--- src/rtl/uart_pkg.sv ---
`default_nettype none
// ============================================================================
// Module      : uart_pkg
// Description : Definitions shared by the UART transmitter and receiver:
//               frame data width, transmitter state encoding and the
//               clock-to-baud divider calculation.
// Revision    : 1.0 - initial release
// ============================================================================
package uart_pkg;

    // Data bits per frame (8N1 / 8N2 framing)
    localparam int unsigned UART_DATA_BITS = 8;

    // Transmitter state encoding
    localparam int unsigned c_STATE_W = 2;
    localparam logic [c_STATE_W-1:0] c_ST_IDLE  = 2'd0;
    localparam logic [c_STATE_W-1:0] c_ST_START = 2'd1;
    localparam logic [c_STATE_W-1:0] c_ST_DATA  = 2'd2;
    localparam logic [c_STATE_W-1:0] c_ST_STOP  = 2'd3;

    // System clocks per line bit, truncated. A zero baud rate yields 0 so
    // that the divider range check in the users rejects it at elaboration
    // instead of dividing by zero.
    function automatic int unsigned uart_baud_div(
        input int unsigned clk_freq,
        input int unsigned baud
    );
        if (baud == 0) begin
            return 0;
        end
        return clk_freq / baud;
    endfunction

endpackage : uart_pkg
`default_nettype wire

--- src/rtl/uart_baud_tick.sv ---
`default_nettype none
// ============================================================================
// Module      : uart_baud_tick
// Description : Bit-period timer. Counts 0..BAUD_DIV-1 while enabled and
//               flags the terminal count; held at zero while disabled so
//               every enabled run begins with a full bit period.
// Ports       : clk  - system clock
//               rst  - synchronous active-high reset
//               en   - count enable (low clears the counter)
//               tick - high on the terminal count while enabled
// Revision    : 1.0 - initial release
// ============================================================================
module uart_baud_tick #(
    parameter int unsigned BAUD_DIV = 5208
) (
    input  logic clk,
    input  logic rst,
    input  logic en,
    output logic tick
);

    localparam int unsigned c_CNT_W = (BAUD_DIV > 1) ? $clog2(BAUD_DIV) : 1;
    localparam logic [c_CNT_W-1:0] c_TERM = c_CNT_W'(BAUD_DIV - 1);
    localparam logic [c_CNT_W-1:0] c_ONE  = c_CNT_W'(1);

    if (BAUD_DIV < 2) begin : g_bad_baud_div
        $error("uart_baud_tick: BAUD_DIV must be at least 2");
    end

    logic [c_CNT_W-1:0] r_cnt;

    always_ff @(posedge clk) begin
        if (rst || !en) begin
            r_cnt <= '0;
        end else if (r_cnt == c_TERM) begin
            r_cnt <= '0;
        end else begin
            r_cnt <= r_cnt + c_ONE;
        end
    end

    // Gated by en so a stale count can never advance an idle FSM
    assign tick = en && (r_cnt == c_TERM);

endmodule : uart_baud_tick
`default_nettype wire

--- src/rtl/uart_tx_frame.sv ---
`default_nettype none
// ============================================================================
// Module      : uart_tx_frame
// Description : UART transmitter, 8 data bits LSB first, 1 or 2 stop bits.
//               Accepts one byte per frame through a valid/ready handshake
//               and derives its own bit timing from the system clock.
// Ports       : clk      - system clock, all logic on rising edge
//               rst      - synchronous active-high reset
//               tx_data  - byte to send, captured on the acceptance cycle
//               tx_valid - producer offers tx_data
//               tx_ready - block accepts a byte this cycle (state is idle)
//               rs232_tx - registered serial line, idles high
//               tx_busy  - registered, high from start bit to last stop bit
//               tx_done  - one-cycle pulse after the last stop bit
// Revision    : 1.0 - initial release
// ============================================================================
module uart_tx_frame
    import uart_pkg::*;
#(
    parameter int unsigned CLK_FREQ  = 50000000,
    parameter int unsigned BAUD      = 9600,
    parameter int unsigned STOP_BITS = 1
) (
    input  logic       clk,
    input  logic       rst,
    input  logic [7:0] tx_data,
    input  logic       tx_valid,
    output logic       tx_ready,
    output logic       rs232_tx,
    output logic       tx_busy,
    output logic       tx_done
);

    localparam int unsigned c_BAUD_DIV  = uart_baud_div(CLK_FREQ, BAUD);
    localparam int unsigned c_BIT_IDX_W = $clog2(UART_DATA_BITS);
    localparam logic [c_BIT_IDX_W-1:0] c_LAST_BIT = c_BIT_IDX_W'(UART_DATA_BITS - 1);
    // Index of the final stop bit: 0 for one stop bit, 1 for two
    localparam logic c_LAST_STOP = 1'(STOP_BITS - 1);

    if ((STOP_BITS != 1) && (STOP_BITS != 2)) begin : g_bad_stop_bits
        $error("uart_tx_frame: STOP_BITS must be 1 or 2");
    end

    if (c_BAUD_DIV < 2) begin : g_bad_baud_div
        $error("uart_tx_frame: CLK_FREQ/BAUD must be at least 2");
    end

    logic [c_STATE_W-1:0]      r_state;
    logic [UART_DATA_BITS-1:0] r_shift;
    logic [c_BIT_IDX_W-1:0]    r_bit_idx;
    logic                      r_stop_idx;
    logic                      r_tx;
    logic                      r_busy;
    logic                      r_done;
    logic                      w_tick;
    logic                      w_timer_en;

    // The bit timer runs only while a frame is on the line, so the first
    // tick of a frame lands exactly one bit period after acceptance.
    assign w_timer_en = (r_state != c_ST_IDLE);

    uart_baud_tick #(
        .BAUD_DIV (c_BAUD_DIV)
    ) u_baud_tick (
        .clk  (clk),
        .rst  (rst),
        .en   (w_timer_en),
        .tick (w_tick)
    );

    // rs232_tx always carries the level of the state being entered, so the
    // line changes on the same edge as the state and never passes through
    // combinational logic.
    always_ff @(posedge clk) begin
        if (rst) begin
            r_state    <= c_ST_IDLE;
            r_shift    <= '0;
            r_bit_idx  <= '0;
            r_stop_idx <= 1'b0;
            r_tx       <= 1'b1;
            r_busy     <= 1'b0;
            r_done     <= 1'b0;
        end else begin
            r_done <= 1'b0;
            case (r_state)
                c_ST_IDLE: begin
                    r_tx   <= 1'b1;
                    r_busy <= 1'b0;
                    if (tx_valid) begin
                        r_shift   <= tx_data;
                        r_bit_idx <= '0;
                        r_tx      <= 1'b0;
                        r_busy    <= 1'b1;
                        r_state   <= c_ST_START;
                    end
                end

                c_ST_START: begin
                    if (w_tick) begin
                        r_tx      <= r_shift[0];
                        r_shift   <= {1'b0, r_shift[UART_DATA_BITS-1:1]};
                        r_bit_idx <= '0;
                        r_state   <= c_ST_DATA;
                    end
                end

                c_ST_DATA: begin
                    if (w_tick) begin
                        if (r_bit_idx == c_LAST_BIT) begin
                            r_tx       <= 1'b1;
                            r_stop_idx <= 1'b0;
                            r_state    <= c_ST_STOP;
                        end else begin
                            // r_shift[0] already holds the next bit to send
                            r_tx      <= r_shift[0];
                            r_shift   <= {1'b0, r_shift[UART_DATA_BITS-1:1]};
                            r_bit_idx <= r_bit_idx + 1'b1;
                        end
                    end
                end

                c_ST_STOP: begin
                    if (w_tick) begin
                        if (r_stop_idx == c_LAST_STOP) begin
                            r_busy    <= 1'b0;
                            r_done    <= 1'b1;
                            r_bit_idx <= '0;
                            r_state   <= c_ST_IDLE;
                        end else begin
                            r_stop_idx <= 1'b1;
                        end
                    end
                end

                default: begin
                    r_tx    <= 1'b1;
                    r_busy  <= 1'b0;
                    r_state <= c_ST_IDLE;
                end
            endcase
        end
    end

    // Ready depends only on state, so a byte can be accepted on the same
    // cycle that tx_done pulses.
    assign tx_ready = (r_state == c_ST_IDLE);
    assign rs232_tx = r_tx;
    assign tx_busy  = r_busy;
    assign tx_done  = r_done;

endmodule : uart_tx_frame
`default_nettype wire

--- config.mk ---
export PLATFORM = sky130hd
export DESIGN_NAME = uart_tx_frame
export DESIGN_NICKNAME = d
export VERILOG_FILES = /design/src/rtl/uart_pkg.sv /design/src/rtl/uart_baud_tick.sv /design/src/rtl/uart_tx_frame.sv
export SDC_FILE = /design/constraint.sdc
export NUM_CORES = 1
export LEC_CHECK = 0
export BUFFER_PORTS_ARGS = -buffer_cell sky130_fd_sc_hd__buf_2
export CORE_MARGIN = 2
export CORE_UTILIZATION = 52
export DETAILED_ROUTE_END_ITERATION = 16
export PLACE_DENSITY = 0.79
export SYNTH_ARGS = -nofsm -noshare
export SYNTH_HDL_FRONTEND = slang
export SYNTH_SLANG_ARGS = --single-unit
--- constraint.sdc ---
create_clock -name clk -period 2.1 [get_ports clk]
set_input_delay 0.105 -clock clk [delete_from_list [all_inputs] [get_ports clk]]
set_output_delay 0.105 -clock clk [all_outputs]
set_load 0.02 [all_outputs]
==> results of run 1 <==
per-layer routing:
| metal | share of wire, % | global-route usage, % | vias to the layer above | wire, microns |
|---|---|---|---|---|
| met5 | 0 | 0 | - | 0 |
| met4 | 1.1 | 7.79 | 0 | 34 |
| met3 | 4.6 | 5.90 | 4 | 147 |
| met2 | 53 | 33.9 | 39 | 1690 |
| met1 | 41 | 24.2 | 637 | 1330 |
| li1 | - | - | 673 | - |
worst max-delay path by stage:
stage	from	depth (start not counted)	endpoint	slack, ns
floorplan	r_state[0]	7	r_shift[7]	0.06
global placement	u_baud_tick.r_cnt[11]	4	r_shift[2]	0.13
detailed placement	u_baud_tick.r_cnt[11]	4	r_shift[6]	0.06
CTS	u_baud_tick.r_cnt[10]	4	r_shift[3]	0.04
global route	u_baud_tick.r_cnt[11]	5	r_shift[4]	-0.08
finish	u_baud_tick.r_cnt[11]	5	r_shift[4]	-0.02
cells in the mapped netlist, types with 3 or more instances:
library cell | number | area, sq um
clkbuf_8 | 3 | 41.3
nand2b_1 | 6 | 37.5
nor2_1 | 16 | 60.1
nand3_1 | 5 | 25.0
dfxtp_1 | 29 | 581
o21ai_0 | 7 | 35.0
a211oi_1 | 15 | 113
ha_1 | 7 | 87.6
or3_1 | 3 | 18.8
inv_1 | 13 | 48.8
xnor2_1 | 6 | 52.6
nor4_1 | 4 | 25.0
mux2_2 | 8 | 90.1
nand2_1 | 8 | 30.0
nor3_1 | 6 | 30.0
a21oi_1 | 7 | 35.0
o211ai_1 | 4 | 30.0
state kept, by name (all words and copies together), names as in the netlist:
| name | flops |
|---|---|
| r_shift | 8 |
| tx_busy | 1 |
| r_bit_idx | 3 |
| r_state | 2 |
| rs232_tx | 1 |
| u_baud_tick.r_cnt | 13 |
| tx_done | 1 |
logic make-up after synthesis:
kind of cell	after synthesis	synth area share, %
and+or+nand+nor	61	21.0
AOI/OAI and AO/OA	40	17.5
DFF	29	36.7
buffers and inverters	21	7.90
muxes	10	6.95
xor gates and xnor gates	8	4.42
adders and majority gates	7	5.53
worst max-delay path: stages, from the launching register on:
cell and delay, ns:
dfxtp_2 0.34, or4b_4 0.54, or4_4 0.57, buf_4 0.19, a211oi_1 0.28, a211oi_1 0.09
power breakdown:
part / total (W) / switching, W / leakage (nW) / internal, W
registers: 0.000703 / 0.0000531 / 0.237 / 0.000650
logic: 0.000997 / 0.000549 / 0.347 / 0.000448
clock network: 0.000383 / 0.000189 / 0.0413 / 0.000194
total: 0.00208 / 0.000791 / 0.626 / 0.00129
layout make-up:
type | instances | area share (%)
clock buffer | 7 | 3.72
clock inverter | 1 | 0.287
inverter | 13 | 2.79
multi-input combinational | 126 | 50.9
sequential | 29 | 33.4
tap | 33 | 2.36
timing repair buffer | 20 | 6.59
layout by cell type (no fill, tap or decap), types with 4 or more instances in the layout:
cell	instances
nor4_1	4
nand3_1	5
a21oi_1	7
o21ai_0	7
xnor2_1	6
inv_1	13
dfxtp_1	27
o211ai_1	4
a211oi_1	15
buf_4	6
buf_2	14
clkbuf_4	5
nor2_1	16
nor3_1	6
nand2_1	8
ha_1	6
nand2b_1	6
mux2_2	8
metrics by stage:
| step | instances | setup WS [ns] | cell area [sq um] | TNS [ns] | total power [W] |
|---|---|---|---|---|---|
| 2_1_floorplan | 176 | 0.0645 | 1590 | 0 | 0.00151 |
| 3_3_place_gp | 219 | 0.127 | 1660 | 0 | 0.00165 |
| 3_5_place_dp | 219 | 0.0601 | 1660 | 0 | 0.00171 |
| 4_1_cts | 227 | 0.0424 | 1730 | 0 | 0.00210 |
| 5_1_grt | 229 | -0.0779 | 1750 | -0.110 | 0.00224 |
| 6_report | 229 | -0.0223 | 1750 | -0.0223 | 0.00208 |
timing repair:
action,in CTS,in global routing
setup endpoints to repair,0,4
buffers inserted,0,2
hold buffers,0,0
gates resized for setup,0,4
==> run_results.csv, run 1 <==
group,metric,value,unit
worst_hold_path,hp-start,"tx_valid",
cells_and_area,nets,213,
job,max-cap-violations,0,
die,die_y,59.2,microns
yosys,avgSynthCellArea,9.00,sq um
sta,slew_headroom,76.0,%
cells_and_area,finalCoreUtilization,58.7,%
sta,postLayoutSetupSlackWorst,-0.0223,ns
power,leakagePower,0.626,nW
worst_setup_path,reg2reg_to,"r_shift[4]",
drt,drt_wl_total,3200,microns
power,power_density,1190,nW/um^2
yosys,seq_area_frac_synth,36.7,%
sta,skew,0.00712,ns
drt,drc_errors,0,
drt,drtPass1Iterations,4,
sta,tightest_slew,0.357,ns
cells_and_area,drive_gt1_share,24.0,%
yosys,synthCells,176,
global_routing,grt_pass1_vias,1215,
yosys,syn_nets,194,
drt,dr.first_iter.drc_count,64,
clock_tree,cts_root_buf,"clkbuf_4",
clock_tree,cts_buffers,5,
worst_setup_path,end_kind,"flop",
sta,timing.hold.ws,0.133,ns
clock_tree,clk_pin_slew,0.09,ns
die,ios,15,
cells_and_area,antenna_cells,0,
place,io_buffers,14,
die,die_w,59.2,microns
worst_hold_path,hp-class,"primary input to flop",
die,dieArea,3500,sq um
run_status,status,"finished, violations left",
yosys,yosysWarnings,0,
sta,finalCritPeriodShare,101,%
clock_tree,htree_num_levels,2,
global_routing,grt.total_usage,20.2,%
cells_and_area,multi_input_area,888,sq um
sta,hold_violations,0,
place,place.gp.congestion,0.805,
yosys,synth_edf_count,0,
yosys,synth.distinct_cells,39,
clock_tree,clock_latency,0.32,ns
power,ir_worst_vdd,0.533,mV
global_routing,grt_first_pass_wirelength,5350,microns
die,rows,20,
clock_tree,cts_tree,"done",
sta,fmax,471,MHz
yosys,netlist_area,1580,sq um
drt,vias,1353,
place,hpwl,2320,microns
sta,setup_violations,1,
sta,rsz0062_at_grt,"yes",
clock_tree,cts.sinks,29,
drt,final_antenna_net_count,0,
die,floorplan.initialDensity,53.2,%
worst_setup_path,critPathLaunchType,"flop",
sta,fin_crit,2.12,ns
global_routing,antenna_found_initial,0,
drt,via_per_inst,5.91,
run_status,violations,"negative setup slack",
cells_and_area,area_delta_synth_final,10.3,%
global_routing,grt_overflow,0,
yosys,ys.flop_type,"dfxtp_1",
yosys,synth_async_sr_flop_share,0,%
cells_and_area,nFillCells,268,
worst_setup_path,critPathKind,"flop to flop",
worst_setup_path,cp_max_fo,8,
die,core_area,2980,sq um
global_routing,grt_max_degree,21,
worst_setup_path,timing.rr.start,"u_baud_tick.r_cnt[11]",
drt,wire_per_inst,14.0,microns
worst_setup_path,critPathArrivalTime,2.33,ns
worst_hold_path,min_path_cells,3,
clock_tree,clock_path_buffers,2,
cells_and_area,register_area,583,sq um
worst_setup_path,cp.required,2.31,ns
yosys,ys_seq_elements,29,
worst_hold_path,worstHoldEndpoint,"tx_busy",
sta,drv_slew,0,
worst_setup_path,reg2reg_slack,-0.02,ns
worst_setup_path,reg2reg_depth,5,
Note: power is estimated with default switching activity, not from simulation.
==> run 2, diff against run 1 <==
- ABC_AREA: default -> 1
==> run_results.csv, run 2 <==
group,metric,value,unit
yosys,synthCells,213,
worst_setup_path,crit_start,"u_baud_tick.r_cnt[0]",
cells_and_area,final_cell_mix,"nand2_1 (48), nor2_1 (31), dfxtp_1 (29)",
sta,finalCritPeriodShare,81.2,%
sta,fin_tns_setup,0,ns
worst_setup_path,critPathLaunchType,"flop",
clock_tree,clock_path_buffers,2,
yosys,yosysMostFrequentCell,"nand2_1",
power,power_density,1180,nW/um^2
clock_tree,cts_root_buf,"clkbuf_4",
worst_setup_path,cp_slowest_stage_delay,0.37,ns
yosys,synth_async_sr_flop_share,0,%
yosys,synth.distinct_cells,33,
clock_tree,clk_pin_slew,0.09,ns
sta,setup_violations,0,
power,leakagePower,0.721,nW
yosys,synth_top_area_share,38.3,%
clock_tree,cts_buffers,5,
drt,wire_per_inst,10.3,microns
drt,wl_met3,119,microns
cells_and_area,antenna_cells,0,
yosys,synthTopCellsByArea,"dfxtp_1 (38%), nand2_1 (12%), nor2_1 (7.7%)",
clock_tree,htree_num_levels,2,
cells_and_area,reg_top3,"u_baud_tick.r_cnt (13), r_shift (8), r_bit_idx (3)",
worst_setup_path,cpMostUsedCell,"inv_1",
global_routing,grt_pass1_vias,1138,
clock_tree,cts-resized-gates,0,
global_routing,grt.total_usage,18.6,%
die,core_area,2760,sq um
worst_setup_path,critPathArrivalTime,1.95,ns
place,placed_cells,254,
worst_hold_path,hp-start,"tx_valid",
die,die_y,58,microns
yosys,synth_commonest_cells,"nand2_1 (48), nor2_1 (31), dfxtp_1 (29), inv_1 (25), o21ai_0 (10)",
die,die_w,58,microns
die,rows,19,
worst_setup_path,path_cells,"ha_1 > nand2_2 > inv_1 > nand2_1 > inv_1 > nand3b_1 > nand3_1 > nor3b_1",
worst_setup_path,timing.rr.start,"u_baud_tick.r_cnt[0]",
cells_and_area,area_delta_synth_final,9.65,%
cells_and_area,nets,249,
drt,drt_wl_total,2690,microns
clock_tree,clock_latency,0.33,ns
sta,fin_crit,1.71,ns
yosys,ys.flop_type,"dfxtp_1",
worst_setup_path,cpMaxStageDelayCell,"nand3_1",
worst_setup_path,critPathKind,"flop to flop",
cells_and_area,final_cells,262,
worst_hold_path,hp-class,"primary input to flop",
drt,drtPass1Iterations,4,
sta,tightest_slew,0.497,ns
yosys,netlist_area,1520,sq um
drt,dr.first_iter.drc_count,75,
cells_and_area,final_common_cell,"nand2_1",
drt,via_per_inst,5.09,
drt,top_layer,"met4",
place,io_buffers,14,
drt,vias,1333,
global_routing,grt_max_degree,15,
cells_and_area,largest_reg_flops,13,
die,floorplan.initialDensity,55.0,%
sta,fmax,586,MHz
yosys,avgSynthCellArea,7.12,sq um
yosys,ys_seq_elements,29,
yosys,syn_nets,231,
drt,drc_errors,0,
yosys,seq_area_frac_synth,38.3,%
die,dieArea,3360,sq um
job,max-cap-violations,0,
place,hpwl,1960,microns
power,ir_worst_vdd,0.973,mV
worst_setup_path,cp_max_fo,13,
drt,final_antenna_net_count,0,
cells_and_area,regMostFlops,"u_baud_tick.r_cnt",
power,fin_total_pwr,0.00196,W
die,ios,15,
sta,rsz0062_at_grt,"no",
drt,wl_met1,1290,microns
worst_setup_path,end_kind,"flop",
sta,skew,0.00976,ns
global_routing,antenna_found_initial,0,
global_routing,grt_first_pass_wirelength,4750,microns
sta,slew_headroom,66.8,%
yosys,yosysWarnings,0,
clock_tree,cts.sinks,29,
clock_tree,cts_tree,"done",
worst_setup_path,cp.required,2.35,ns
global_routing,grt_overflow,0,
yosys,synth_edf_count,0,
place,place.gp.congestion,0.850,
drt,wl_met2,1240,microns
run_status,status,"finished clean",
yosys,synth_top_area_cell,"dfxtp_1",
sta,hold_violations,0,
sta,drv_slew,0,
cells_and_area,drive_gt1_share,15.6,%
-- run 2: cell types whose count changed after synthesis, moves of 8 or more --
cell and change:
nor2_1 +15, inv_1 +12, nand2_1 +40, mux2_2 -8, a211oi_1 -14
-- run 2: kinds of logic after synthesis --
kind of cell    after synthesis  share of synthesized area (%)
simple gates                119                           37.3
buf+inv                      31                           8.50
flops                        29                           38.3
compound gates               25                           8.99
fa+ha+maj                     7                           5.78
xor+xnor                      2                           1.16
-- run 2: layout make-up --
type,count,area (sq um)
Fill cell,266,1090
Tap cell,31,38.8
Sequential cell,29,581
Clock buffer,7,55.1
Timing Repair Buffer,15,80.1
Multi-Input combinational cell,153,807
Inverter,27,101
-- run 2: final timing paths --
check                                             end  slack [ns]  cells past startpoint
worst max-delay path            u_baud_tick.r_cnt[10]        0.39                      8
worst min-delay path                          tx_busy        0.08                      3
worst max register to register  u_baud_tick.r_cnt[10]        0.39                      8
worst min register to register               rs232_tx        0.47                      2
-- run 2: power breakdown --
part / internal [W] / total [W] / switching (W)
registers: 0.000681 / 0.000743 / 0.0000619
clock network: 0.000158 / 0.000343 / 0.000186
logic: 0.000291 / 0.000875 / 0.000584
-- run 2: through the flow --
step	util, %	instance area (sq um)	hold WS, ns	setup WS [ns]
CTS	60.3	1660	0.0638	0.372
global placement	57.9	1600	0.357	0.445
detailed placement	57.9	1600	0.361	0.387
floorplan	-	1520	0.174	0.490
global route	60.3	1660	0.0787	0.180
finish	60.3	1660	0.0752	0.395
-- run 2: layer usage --
layer | up-vias | track usage [%]
li1 | 713 | -
met3 | 5 | 7.37
met5 | - | 0
met1 | 591 | 22.4
met4 | 0 | 7.97
met2 | 24 | 29.5
-- run 2: critical path: cells and delay by family (launching register included) --
kind	cells	cell delay [ns]
simple gates	5	0.97
flops	1	0.34
fa+ha+maj	1	0.22
buf+inv	2	0.10
-- run 2: what timing repair did --
item / CTS / global route
hold buffers: 1 / 0
buffers inserted: 0 / 0
endpoints found under the hold margin: 1 / 0
==> run 3, diff against run 2 <==
- clock period: 2.1 -> 1.41 ns (I/O delays scaled with it)
==> run_results.csv, run 3 (synthesis gave the netlist of run 2 again) <==
group,metric,value,unit
worst_hold_path,min_path_cells,5,
cells_and_area,regMostFlops,"u_baud_tick.r_cnt",
die,die_y,58,microns
sta,drv_slew,0,
worst_setup_path,reg2reg_depth,10,
worst_setup_path,cpMaxStageDelayCell,"dfxtp_2",
clock_tree,cts_buffers,5,
sta,tightest_slew,0.250,ns
sta,postLayoutSetupSlackWorst,-0.0601,ns
cells_and_area,reg_top3,"u_baud_tick.r_cnt (13), r_shift (8), r_bit_idx (3)",
power,p_seq_share,29.3,%
clock_tree,clk_pin_slew,0.10,ns
die,rows,19,
die,floorplan.initialDensity,55.0,%
power,leakagePower,0.928,nW
worst_hold_path,hp-class,"primary input to flop",
clock_tree,cts.sinks,29,
sta,skew,0.0122,ns
worst_setup_path,path_buf_inv,1,
global_routing,grt.total_usage,23.0,%
worst_setup_path,critPathLaunchType,"flop",
worst_setup_path,cp_max_fo,7,
run_status,status,"finished, violations left",
cells_and_area,nFillCells,181,
cells_and_area,multi_input_area,996,sq um
global_routing,grt_pass1_vias,1390,
power,p_sw_share,41.7,%
worst_setup_path,cp_slowest_stage_delay,0.36,ns
clock_tree,clock_latency,0.34,ns
worst_hold_path,hp-start,"tx_data[6]",
clock_tree,cts_tree,"done",
drt,dr.first_iter.drc_count,68,
drt,drc_errors,0,
drt,wire_per_inst,13.1,microns
global_routing,grt_first_pass_wirelength,5870,microns
worst_hold_path,worstHoldEndpoint,"r_shift[6]",
die,dieArea,3360,sq um
drt,via_per_inst,5.25,
cells_and_area,register_area,594,sq um
clock_tree,cts_root_buf,"clkbuf_4",
job,max-cap-violations,0,
worst_setup_path,timing.rr.start,"u_baud_tick.r_cnt[1]",
run_status,violations,"negative setup slack",
worst_setup_path,cp.required,1.64,ns
power,fin_total_pwr,0.00389,W
die,ios,15,
cells_and_area,antenna_cells,0,
place,hpwl,2230,microns
power,p_int,0.00227,W
sta,slew_headroom,83.2,%
die,die_w,58,microns
place,place.gp.congestion,0.843,
place,io_buffers,14,
drt,drt_wl_total,3820,microns
cells_and_area,final_cell_mix,"nand2_1 (41), nor2_1 (25), inv_1 (21), buf_4 (21), dfxtp_1 (20)",
clock_tree,htree_num_levels,2,
worst_setup_path,path_cells,"ha_4 > nand2_4 > inv_4 > nand2_2 > nor2_2 > nand3_2 > nand2_4 > nand3_4 > nor2_2 > nor2_1",
cells_and_area,nets,278,
cells_and_area,area_delta_synth_final,40.5,%
global_routing,grt_max_degree,15,
power,clkPwrFrac,15.0,%
clock_tree,clock_path_buffers,2,
worst_setup_path,crit_family,"simple AND/OR/NAND/NOR gates",
worst_setup_path,end_kind,"flop",
power,p_sw,0.00162,W
worst_setup_path,reg2reg_slack,-0.06,ns
sta,rsz0062_at_grt,"yes",
cells_and_area,final_common_cell,"nand2_1",
die,core_area,2760,sq um
drt,drtPass1Iterations,4,
worst_setup_path,reg2reg_to,"r_shift[3]",
sta,setup_violations,15,
power,pwr-share-comb,55.7,%
sta,finalCritPeriodShare,104,%
sta,timing.hold.ws,0.0588,ns
sta,fin_crit,1.47,ns
sta,fmax,680,MHz
global_routing,antenna_found_initial,0,
global_routing,grt_overflow,0,
worst_setup_path,critPathArrivalTime,1.70,ns
drt,final_antenna_net_count,0,
cells_and_area,largest_reg_flops,13,
power,ir_worst_vdd,1.99,mV
cells_and_area,drive_gt1_share,41.0,%
sta,hold_violations,0,
sta,fin_tns_setup,-0.408,ns
drt,vias,1534,
worst_setup_path,critPathKind,"flop to flop",
power,power_density,1830,nW/um^2
run 3: worst max path at each step:
stage | cells after the start | endpoint | startpoint
floorplan | 9 | r_shift[0] | r_bit_idx[0]
global placement | 10 | r_bit_idx[0] | u_baud_tick.r_cnt[1]
detailed placement | 10 | r_bit_idx[0] | u_baud_tick.r_cnt[1]
CTS | 9 | r_shift[2] | r_bit_idx[1]
global route | 9 | r_shift[1] | r_state[0]
finish | 10 | r_shift[3] | u_baud_tick.r_cnt[1]
run 3: what timing repair did:
item,CTS,global route
gates resized for setup,20,33
pin swaps,12,12
cloned,1,0
setup buffers,2,3
hold endpoints to repair,5,0
hold buffers,1,0
endpoints found under the setup margin,16,20
run 3: per-stage QoR:
step / setup WS [ns] / instance area (sq um) / util, % / std cells
after global routing: -0.146 / 2130 / 77.3 / 292
after detailed placement: -0.107 / 1820 / 66.0 / 277
after global placement: -0.0782 / 1820 / 66.0 / 277
after CTS: -0.0571 / 1990 / 72.3 / 289
after floorplan: 0.000551 / 1550 / - / 213
final: -0.0601 / 2130 / 77.3 / 292
run 3: worst register-to-register path, stage by stage (launching register included):
cell and delay, ns:
dfxtp_2 0.36, ha_4 0.15, nand2_4 0.07, inv_4 0.07
nand2_2 0.05, nor2_2 0.08, nand3_2 0.12, nand2_4 0.14
nand3_4 0.13, nor2_2 0.14, nor2_1 0.05
run 3: final cells by class:
| class | count | share of cell area (%) |
|---|---|---|
| Clock buffer | 7 | 3.05 |
| Inverter | 27 | 4.99 |
| Clock inverter | 1 | 0.235 |
| Sequential cell | 29 | 27.9 |
| Tap cell | 31 | 1.82 |
| Multi-Input combinational cell | 154 | 46.7 |
| Timing Repair Buffer | 43 | 15.3 |
run 3: power by group through the flow:
stage | Combinational (W) | Clock (W) | Sequential (W)
after CTS | 0.00188 | 0.000597 | 0.00113
after global placement | 0.00171 | 0 | 0.00113
after detailed placement | 0.00174 | 0 | 0.00114
final | 0.00217 | 0.000583 | 0.00114
after global routing | 0.00240 | 0.000631 | 0.00116
after floorplan | 0.00117 | 0 | 0.00115
run 3: metal layers:
layer  global-route usage, %  up-vias  part of all wire, %
met5                       0        -                    0
met4                    10.3        0                  2.6
met3                    7.37       12                  3.5
met2                    37.3       32                   49
met1                    27.7      706                   45
li1                        -      784                    -
